$ cat src/rtl/uart_tx_arbiter.sv
// uart_tx_arbiter: two-requester byte scheduler in front of the shared UART
// transmitter. Each requester writes into its own circular FIFO. One FSM picks
// a head byte, presents it on tx_data, pulses tx_we for one cycle, then paces
// the next issue on the UART's tx_busy. A timeout covers a busy pulse that
// never shows up.
//
// Build option:
//   UART_ARB_FIXED_PRIO_EN - when defined, requester 0 always wins a conflict
//                            and requester 1 is served only while FIFO 0 is
//                            empty. When undefined (default), conflicts
//                            alternate using last_grant.
//
// Handshake semantics:
//   reqN_we / reqN_full : a write is accepted on a rising edge where reqN_we=1
//                         and reqN_full=0. A write while full is discarded and
//                         latches drop[N] until reset. There is no backpressure
//                         beyond the full flag.
//   tx_we / tx_busy     : tx_we is a single-cycle issue strobe qualifying
//                         tx_data. After it, the arbiter waits for tx_busy to
//                         rise (bounded by BUSY_WAIT cycles) and then to fall
//                         before it issues again. tx_busy is ignored in IDLE.
module uart_tx_arbiter #(
    parameter int FIFO_DEPTH = 4,
    parameter int BUSY_WAIT  = 3
) (
    input  logic       clk,
    input  logic       resetn,
    input  logic [7:0] req0_data,
    input  logic       req0_we,
    output logic       req0_full,
    input  logic [7:0] req1_data,
    input  logic       req1_we,
    output logic       req1_full,
    output logic [7:0] tx_data,
    output logic       tx_we,
    input  logic       tx_busy,
    output logic       grant_id,
    output logic [1:0] drop,
    output logic       idle,
    output logic [1:0] state_dbg
);

    // Pointer width wraps naturally because FIFO_DEPTH is a power of two.
    localparam int PW = (FIFO_DEPTH > 1) ? $clog2(FIFO_DEPTH) : 1;
    localparam int CW = PW + 1;
    localparam int WW = (BUSY_WAIT > 0) ? $clog2(BUSY_WAIT + 1) : 1;

    typedef enum logic [1:0] {
        S_IDLE      = 2'd0,
        S_ISSUE     = 2'd1,
        S_WAIT_RISE = 2'd2,
        S_WAIT_FALL = 2'd3
    } state_t;

    state_t          state;
    state_t          state_n;
    logic [WW-1:0]   wait_cnt;
    logic [WW-1:0]   wait_cnt_n;

    logic [1:0]      full;
    logic [1:0]      empty;
    logic [1:0]      pop;
    logic [1:0][7:0] head;
    logic            sel;
    logic            do_grant;

    // ------------------------------------------------------------------
    // Per-requester FIFOs
    // ------------------------------------------------------------------
    for (genvar n = 0; n < 2; n++) begin : g_fifo
        logic [7:0]    mem [FIFO_DEPTH];
        logic [PW-1:0] wr_ptr;
        logic [PW-1:0] rd_ptr;
        logic [CW-1:0] count;
        logic [7:0]    wdat;
        logic          we;
        logic          push;
        logic          drop_q;

        assign wdat     = (n == 0) ? req0_data : req1_data;
        assign we       = (n == 0) ? req0_we : req1_we;
        assign full[n]  = (count == CW'(FIFO_DEPTH));
        assign empty[n] = (count == '0);
        // A write while full is discarded even if this FIFO pops in the same cycle.
        assign push     = we && !full[n];
        assign head[n]  = mem[rd_ptr];
        assign drop[n]  = drop_q;

        // Storage array; contents need no reset because count gates every read.
        always_ff @(posedge clk) begin
            if (push) begin
                mem[wr_ptr] <= wdat;
            end
        end

        // Pointers and occupancy; a simultaneous push and pop leave count unchanged.
        always_ff @(posedge clk or negedge resetn) begin
            if (!resetn) begin
                wr_ptr <= '0;
                rd_ptr <= '0;
                count  <= '0;
            end else begin
                if (push) begin
                    wr_ptr <= wr_ptr + PW'(1);
                end
                if (pop[n]) begin
                    rd_ptr <= rd_ptr + PW'(1);
                end
                case ({push, pop[n]})
                    2'b10:   count <= count + CW'(1);
                    2'b01:   count <= count - CW'(1);
                    default: count <= count;
                endcase
            end
        end

        // Sticky overflow flag, cleared only by reset.
        always_ff @(posedge clk or negedge resetn) begin
            if (!resetn) begin
                drop_q <= 1'b0;
            end else if (we && full[n]) begin
                drop_q <= 1'b1;
            end
        end
    end

    assign req0_full = full[0];
    assign req1_full = full[1];

`ifndef UART_ARB_FIXED_PRIO_EN
    // Remembers who was served last so a conflict goes to the other requester.
    logic last_grant;

    // Round-robin history; reset to 1 so requester 0 wins the first conflict.
    always_ff @(posedge clk or negedge resetn) begin
        if (!resetn) begin
            last_grant <= 1'b1;
        end else if (do_grant) begin
            last_grant <= sel;
        end
    end
`endif

    // ------------------------------------------------------------------
    // Issue FSM
    // ------------------------------------------------------------------

    // Next-state, requester selection and wait-counter update.
    always_comb begin
        state_n    = state;
        wait_cnt_n = wait_cnt;
        pop        = 2'b00;
        do_grant   = 1'b0;
        sel        = 1'b0;
        case (state)
            S_IDLE: begin
                if (empty != 2'b11) begin
                    do_grant = 1'b1;
`ifdef UART_ARB_FIXED_PRIO_EN
                    sel = empty[0];
`else
                    if (empty == 2'b00) begin
                        sel = ~last_grant;
                    end else begin
                        sel = empty[0];
                    end
`endif
                    pop     = sel ? 2'b10 : 2'b01;
                    state_n = S_ISSUE;
                end
            end
            S_ISSUE: begin
                wait_cnt_n = WW'(BUSY_WAIT);
                state_n    = S_WAIT_RISE;
            end
            S_WAIT_RISE: begin
                // The counter bounds the wait in case the busy pulse is missed.
                if (tx_busy) begin
                    state_n = S_WAIT_FALL;
                end else if (wait_cnt == '0) begin
                    state_n = S_IDLE;
                end else begin
                    wait_cnt_n = wait_cnt - WW'(1);
                end
            end
            S_WAIT_FALL: begin
                if (!tx_busy) begin
                    state_n = S_IDLE;
                end
            end
            default: begin
                state_n = S_IDLE;
            end
        endcase
    end

    // State register plus the latched byte and grant that go with each issue.
    always_ff @(posedge clk or negedge resetn) begin
        if (!resetn) begin
            state    <= S_IDLE;
            wait_cnt <= '0;
            tx_data  <= 8'h00;
            grant_id <= 1'b0;
        end else begin
            state    <= state_n;
            wait_cnt <= wait_cnt_n;
            if (do_grant) begin
                tx_data  <= head[sel];
                grant_id <= sel;
            end
        end
    end

    assign tx_we     = (state == S_ISSUE);
    assign idle      = (state == S_IDLE) && (empty == 2'b11);
    assign state_dbg = state;

endmodule

$ cat config.mk
export PLATFORM = sky130hd
export DESIGN_NAME = uart_tx_arbiter
export DESIGN_NICKNAME = d
export VERILOG_FILES = /design/src/rtl/uart_tx_arbiter.sv
export SDC_FILE = /design/constraint.sdc
export NUM_CORES = 1
export LEC_CHECK = 0
export ABC_AREA = 1
export CAP_MARGIN = 40
export CORE_MARGIN = 3
export CORE_UTILIZATION = 57
export CTS_CLUSTER_SIZE = 12
export DETAILED_ROUTE_END_ITERATION = 10
export PLACE_DENSITY = 0.87
export SYNTH_ARGS = -nofsm -noshare
export SYNTH_HDL_FRONTEND = slang
export SYNTH_SLANG_ARGS = --single-unit
$ cat constraint.sdc
create_clock -name clk -period 2.5 [get_ports clk]
set_input_delay 0.25 -clock clk [delete_from_list [all_inputs] [get_ports clk]]
set_output_delay 0.25 -clock clk [all_outputs]
set_load 0.01 [all_outputs]
=== After elaboration in Yosys (flattened, before gate mapping) ===
Memories as Yosys holds them, arrays and structs flattened.
Cells that the tools add are included.

* Output and inout port bits: 17
* RAM bits: 64
* Memories: 2
* Register bits after elaboration: 30
* Input bits: 21
* Word-level logic and storage cells: 85

{| class="wikitable"
|+ Memory list
! memory !! depth !! bits a word !! rd ports !! clocked after memory_dff !! wr ports !! RTL line !! text
|-
| g_fifo[0].mem || 4 || 8 || 1 || 0 || 1 || 71 || <nowiki>logic [7:0] mem [FIFO_DEPTH];</nowiki>
|-
| g_fifo[1].mem || 4 || 8 || 1 || 0 || 1 || 71 ||
|}

* Eq/ne operators: 16
* Bitwise operators: 1
* Mux-type cells: 26
* Reductions and logical operators: 17
* Add/sub/neg operators: 9
* $lt $le $gt $ge: 1

{| class="wikitable"
|+ Operator list
! operator !! number
|-
| 2-bit 2-to-1 mux || 9
|-
| 8-bit 2-to-1 mux || 2
|-
| 3-bit one-hot mux with 2 select lines || 2
|-
| 1-bit 2-to-1 mux || 11
|-
| 2-bit equality test, second input constant || 5
|-
| 2-bit inequality test, second input constant || 5
|-
| 2-bit by 1-bit adder with 2-bit output, second input constant || 4
|-
| 2-bit one-hot mux with 4 select lines || 1
|-
| 3-bit by 1-bit adder with 3-bit output, second input constant || 2
|-
| 2-bit by 1-bit equality test with 1-bit output, second input constant || 3
|-
| 3-bit equality test, second input constant || 2
|-
| 2-bit zero test || 3
|-
| 3-bit zero test || 2
|-
| 3-bit AND reduction || 2
|-
| 2-bit nonzero test || 3
|-
| 3-bit by 1-bit subtractor with 3-bit output, second input constant || 2
|-
| 1-bit logical AND || 5
|-
| 2-bit one-hot mux with 2 select lines || 1
|-
| 3-bit inequality test, second input constant || 1
|-
| 1-bit zero test || 2
|-
| 1-bit by 2-bit less-than comparator with 1-bit output, second input constant || 1
|-
| 2-bit by 1-bit subtractor with 2-bit output, second input constant || 1
|-
| 1-bit inverter || 1
|}

=== Logic depth before layout (Yosys ltp) ===
Gate-level depths: netlist of run 1.

* Depth in word-level cells: 10
* Depth in mapped cells: 13
* Depth with buffers taken out: 13

=== Least setup slack after synthesis of run 1 ===
Ideal clock, no wire load.

* Kind: reg-to-reg
* Start: register state[0], in the netlist state_dbg[0]
* End: register g_fifo[1].count[2]
* Stages on the path, launching flop included: 14
* Slack: 416 ps
* Path buffers: 0
* Setup time: 79 ps
* Clock period less this slack: 2084 ps
* Data required time: 2421 ps
* Arrival time: 2004 ps
* Path through: dfrtp_1 inv_1 ha_1 inv_1 nor2_4 nand2_2 inv_1 ha_1 inv_1 fa_1 nor2_1 nor2_1 nand2_1 xor2_1

* Word-level cells in the longest chain between the ends: 4
* Elaborated cells on any way between the ends: 6
* Those cells by class: 2 x eq/ne; 2 x mux; 2 x reduce/logical

{| class="wikitable"
|+ Ends and longest elaborated chain
! element !! RTL line !! text
|-
| from (decl) || 55 || <nowiki>state_t state;</nowiki>
|-
| from (signal assigned) || 205 || <nowiki>state <= state_n;</nowiki>
|-
| 2-bit zero test (*) || 155 || <nowiki>case (state)</nowiki>
|-
| 2-bit 2-to-1 mux (*) || 155 ||
|-
| via pop[1] || 62 || <nowiki>logic [1:0] pop;</nowiki>
|-
| 2-bit by 1-bit equality test with 1-bit output or 2-bit equality test (tied branches) || 109 || <nowiki>case ({push, pop[n]})</nowiki>
|-
| 3-bit one-hot mux with 2 select lines or 2-bit nonzero test (tied branches) || n/a ||
|-
| to (signal assigned) || 110 || <nowiki>2'b10: count <= count + CW'(1);</nowiki>
|-
| to (signal assigned) || 111 || <nowiki>2'b01: count <= count - CW'(1);</nowiki>
|-
| to (signal assigned) || 112 || <nowiki>default: count <= count;</nowiki>
|-
| to (decl) || 74 || <nowiki>logic [CW-1:0] count;</nowiki>
|}

Mark *: on every way through the listed nets, which the timed path passes. The rest lies on a longest branch.
A chain may end at the register's enable or synchronous reset.

=== Final worst setup path of run 1 ===
* Start: register g_fifo[1].count[1]
* End: register g_fifo[0].count[2]

* Word-level cells in the longest chain between the ends: 10
* Elaborated cells on any way between the ends: 13
* Those cells by class: 3 x eq/ne; 7 x mux; 3 x reduce/logical

{| class="wikitable"
|+ Ends and longest elaborated chain
! element !! RTL line !! text
|-
| 3-bit zero test (*) || 83 || <nowiki>assign empty[n] = (count == '0);</nowiki>
|-
| 2-bit zero test || 162 || <nowiki>if (empty == 2'b00) begin</nowiki>
|-
| 1-bit 2-to-1 mux || 162 ||
|-
| 1-bit 2-to-1 mux || 157 || <nowiki>if (empty != 2'b11) begin</nowiki>
|-
| 1-bit 2-to-1 mux || 155 ||
|-
| 2-bit 2-to-1 mux || 168 || <nowiki>pop = sel ? 2'b10 : 2'b01;</nowiki>
|-
| 2-bit 2-to-1 mux (*) || 157 ||
|-
| 2-bit 2-to-1 mux (*) || 155 ||
|-
| via pop[0] || 62 ||
|-
| 2-bit by 1-bit equality test with 1-bit output or 2-bit equality test (tied branches) || 109 ||
|-
| 3-bit one-hot mux with 2 select lines or 2-bit nonzero test (tied branches) || n/a ||
|-
| to (signal assigned) || 110 ||
|-
| to (signal assigned) || 111 ||
|-
| to (signal assigned) || 112 ||
|-
| to (decl) || 74 ||
|}

Mark *: on every way through the listed nets, which the timed path passes. The rest lies on a longest branch. The select of a mux whose other input is x is not followed.

==> impl_summary.log, run 1 <==
[metrics] run status: finished clean
[metrics] number of library cell types mapped by synthesis: 28
[metrics] maximum fanout along the worst path: 13
[metrics] number of nets with antenna violations after routing: 0
[metrics] area of the mapped netlist: 4347 um^2
[metrics] Resized Gates After CTS: 0
[metrics] number of buffers created by CTS: 9
[metrics] H-tree lvl count: 3
[metrics] number of port buffers: 37
[metrics] highest attainable clock frequency: 447.8 MHz
[metrics] Total Wirelength: 7990 um
[metrics] post-route setup TNS: 0 ps
[metrics] utilization of the core after routing: 69.04%
[metrics] Post-Synthesis Cells: 429
[metrics] share of the clock period used by the worst path: 89.33%
[metrics] actual slew at the worst max-slew pin: 466.2 ps
[metrics] fraction of final layout cells sized beyond drive strength 1: 8.696%
[metrics] first-pass GRT wire length: 13210 um
[metrics] CP required: 2740 ps
[metrics] async set-reset flop share out of synthesis: 31.91%
[metrics] number of synthesis warnings: 0
[metrics] Routed wire per std cell: 13.73 um
[metrics] total of flip-flops plus latches after synthesis: 94
[metrics] area of the core region: 7331 um^2
[metrics] average cell area after synthesis: 10.13 um^2
[metrics] total number of vias: 2961
[metrics] via count of the first global-routing pass: 2865
[metrics] Hold Worst Slack: 265.1 ps
[metrics] clock tree from TritonCTS: yes
[metrics] antenna diode count: 0
[metrics] Starting Density: 59.29%
[metrics] horizontal die dimension: 93.33 um
[metrics] DR DRC count: 0
[metrics] initial antenna violation count: 0
[metrics] Root Driver: sky130_fd_sc_hd__clkbuf_8
[metrics] data arrival time of the critical path: 2470 ps
[metrics] number of nets in the layout: 516
[metrics] CTS sink count: 94
[metrics] number of maximum-capacitance constraint violations: 0
[metrics] Final setup violation count: 0
[metrics] P&R area growth vs syn: 16.44%
[metrics] routability-driven placement congestion ratio: 0.8415
[metrics] number of rows in the core area: 31
[metrics] First DRT Iteration DRCs: 283
[metrics] height of the die: 93.33 um
[metrics] number of nets in the synthesized netlist: 467
[metrics] crit path capture type: register
[metrics] min-delay worst type: input port to asynchronous set/reset pin
[metrics] overall power consumption: 6.065 mW
[metrics] Final Critical Period: 2233 ps
[metrics] maximum number of pins on one net before global-route repair: 31
[metrics] clock-pin slew reported for the worst setup and hold paths after clock tree synthesis: 80 ps
[metrics] most frequently used flop master after synthesis: sky130_fd_sc_hd__edfxtp_1
[metrics] post-detailed-route via-to-cell ratio: 5.088
[metrics] clock skew after layout: 7.553 ps
[metrics] power density cells: 1198 nW/um^2
[metrics] maximum ir drop on the vdd rail: 0.7655 mV
[metrics] portion of the post-synthesis area used by sequential elements: 61.51%
[metrics] Remaining Overflow, GRT: 0
[metrics] number of flops mapped to enable cells by yosys: 64
[metrics] Die Footprint: 8710 um^2
[metrics] number of detailed-route iterations in the first pass: 6
[metrics] overall track demand over capacity in global routing: 20.00%
[metrics] io pins: 38
[metrics] HPWL after DPL: 5671 um
[metrics] Worst Setup Path Type: register to register
[metrics] startpoint types: register
[metrics] setup repair after global routing missed its margin: no
[metrics] worst-case clock buffer depth: 2
[metrics] clock latency at the later pin of the worst-skew pair: 360 ps
[metrics] worst slew slack as a fraction of its limit: 68.88%
[metrics] Slew Limit Fails: 0
[metrics] endpoints failing hold: 0
[metrics] Leakage: 2.299 nW
[metrics] number of buffers added to fix hold violations after cts: 0
## registers in the layout (all words and copies together), names as in the netlist, 2 cells and up
| register | cells |
|---|---|
| g_fifo.mem | 64 |
| g_fifo.rd_ptr | 4 |
| tx_data | 8 |
| g_fifo.wr_ptr | 4 |
| g_fifo.count | 6 |
| g_fifo.drop_q | 2 |
| state_dbg | 2 |
| wait_cnt | 2 |
## kinds of logic after synthesis
group | count (synthesis) | synth area share (%)
and+or+nand+nor | 202 | 20.38
AOI/OAI and AO/OA | 20 | 2.620
DFF | 94 | 61.51
adders and majority gates | 17 | 5.239
buffers and inverters | 87 | 8.434
xor gates and xnor gates | 9 | 1.814
## worst max-delay path: stages, from the launching register on
cell	delay, ps
sky130_fd_sc_hd__dfrtp_1	430
sky130_fd_sc_hd__nor2_4	180
sky130_fd_sc_hd__nand2_4	90
sky130_fd_sc_hd__nand2_4	100
sky130_fd_sc_hd__nand2_4	120
sky130_fd_sc_hd__nor2_4	160
sky130_fd_sc_hd__ha_1	170
sky130_fd_sc_hd__inv_1	70
sky130_fd_sc_hd__fa_1	380
sky130_fd_sc_hd__a21oi_1	150
sky130_fd_sc_hd__o21ai_0	110
sky130_fd_sc_hd__xor2_1	160
## routing by layer
metal,up-vias,part of all wire (%),GRT usage (%)
li1,1448,-,-
met1,1367,40,24.64
met2,119,51,33.59
met3,27,5.9,3.459
met4,0,3.3,10.74
met5,-,0,0
## repair_timing
action / 4_1_cts / 5_1_grt
setup buffers: 0 / 1
endpoints found under the setup margin: 0 / 2
hold endpoints to repair: 0 / 0
## cell usage after synthesis (5+ instances only)
master / number / area (um^2)
sky130_fd_sc_hd__nand2_1: 129 / 484.2
sky130_fd_sc_hd__a21oi_1: 6 / 30.03
sky130_fd_sc_hd__ha_1: 15 / 187.7
sky130_fd_sc_hd__xor2_1: 6 / 52.55
sky130_fd_sc_hd__dfrtp_1: 29 / 725.7
sky130_fd_sc_hd__buf_4: 5 / 37.54
sky130_fd_sc_hd__edfxtp_1: 64 / 1922
sky130_fd_sc_hd__buf_2: 5 / 25.02
sky130_fd_sc_hd__inv_1: 72 / 270.3
sky130_fd_sc_hd__nor2_1: 23 / 86.33
sky130_fd_sc_hd__nand3_1: 35 / 175.2
sky130_fd_sc_hd__o21ai_0: 8 / 40.04
sky130_fd_sc_hd__nand4_1: 5 / 31.28
## path summary, 6_finish.rpt
path	start	end	slack, ps	cells past startpoint
max in group asynchronous	resetn	last_grant$_DFFE_PN1P_	1910	2
min	resetn	g_fifo[0].drop_q$_DFFE_PN0P_	270	2
min reg2reg	g_fifo[0].drop_q$_DFFE_PN0P_	g_fifo[0].drop_q$_DFFE_PN0P_	480	1
max reg2reg	g_fifo[1].count[1]$_DFFE_PN0P_	g_fifo[0].count[2]$_DFFE_PN0P_	270	11
min in group clk	g_fifo[0].drop_q$_DFFE_PN0P_	g_fifo[0].drop_q$_DFFE_PN0P_	480	1
max	g_fifo[1].count[1]$_DFFE_PN0P_	g_fifo[0].count[2]$_DFFE_PN0P_	270	11
## placed cells by master (no fill, tap or decap)
cell type / n
sky130_fd_sc_hd__nand2_1: 129
sky130_fd_sc_hd__inv_1: 72
sky130_fd_sc_hd__edfxtp_1: 64
sky130_fd_sc_hd__clkdlybuf4s50_1: 37
sky130_fd_sc_hd__nand3_1: 35
sky130_fd_sc_hd__dfrtp_1: 29
sky130_fd_sc_hd__nor2_1: 23
sky130_fd_sc_hd__ha_1: 15
sky130_fd_sc_hd__buf_4: 13
sky130_fd_sc_hd__clkbuf_8: 9
sky130_fd_sc_hd__o21ai_0: 8
sky130_fd_sc_hd__a21oi_1: 6
sky130_fd_sc_hd__xor2_1: 6
sky130_fd_sc_hd__nand4_1: 5
sky130_fd_sc_hd__nor2_4: 4
sky130_fd_sc_hd__nand2_4: 3
sky130_fd_sc_hd__xnor2_1: 3
sky130_fd_sc_hd__inv_2: 2
sky130_fd_sc_hd__clkinv_1: 2
sky130_fd_sc_hd__a21oi_2: 2
sky130_fd_sc_hd__o21ai_1: 2
sky130_fd_sc_hd__fa_1: 2
sky130_fd_sc_hd__nand3_4: 1
sky130_fd_sc_hd__nand2_2: 1
sky130_fd_sc_hd__a21o_1: 1
sky130_fd_sc_hd__a31o_2: 1
sky130_fd_sc_hd__or2_1: 1
sky130_fd_sc_hd__clkinv_2: 1
sky130_fd_sc_hd__clkinvlp_4: 1
sky130_fd_sc_hd__clkbuf_16: 1
sky130_fd_sc_hd__inv_6: 1
sky130_fd_sc_hd__bufinv_16: 1
sky130_fd_sc_hd__clkbuf_1: 1
sky130_fd_sc_hd__dfstp_2: 1
## per-stage QoR
step                      area (um^2)  std cells  setup slack, ps
final                            5061        582            266.7
after detailed placement         4846        565            190.9
after floorplan                  4347        429            416.5
after global routing             5061        582            86.48
after CTS                        5054        581            82.36
after global placement           4846        565            293.5
## area by class of cell
| cell class | count | area, um^2 |
|---|---|---|
| sequential | 94 | 2674 |
| fill | 495 | 2270 |
| tap | 99 | 123.9 |
| timing repair buffer | 50 | 467.9 |
| multi-input combinational | 248 | 1306 |
| clock buffer | 11 | 152.6 |
| clock inverter | 5 | 55.05 |
| inverter | 75 | 281.5 |
## where the power goes
| group | switching, mW | total (mW) | internal, mW |
|---|---|---|---|
| Sequential | 0.276 | 2.43 | 2.15 |
| Combinational | 1.60 | 2.62 | 1.01 |
| Clock | 0.498 | 1.02 | 0.522 |
| Total | 2.38 | 6.07 | 3.69 |
Power figures use the tool's default switching activity.
==> run 2: changes to the inputs <==
Settings changed: GPL_TIMING_DRIVEN set to 1.
==> results of run 2 <==
The final DEF is identical to that of run 1; final timing and power are the same.
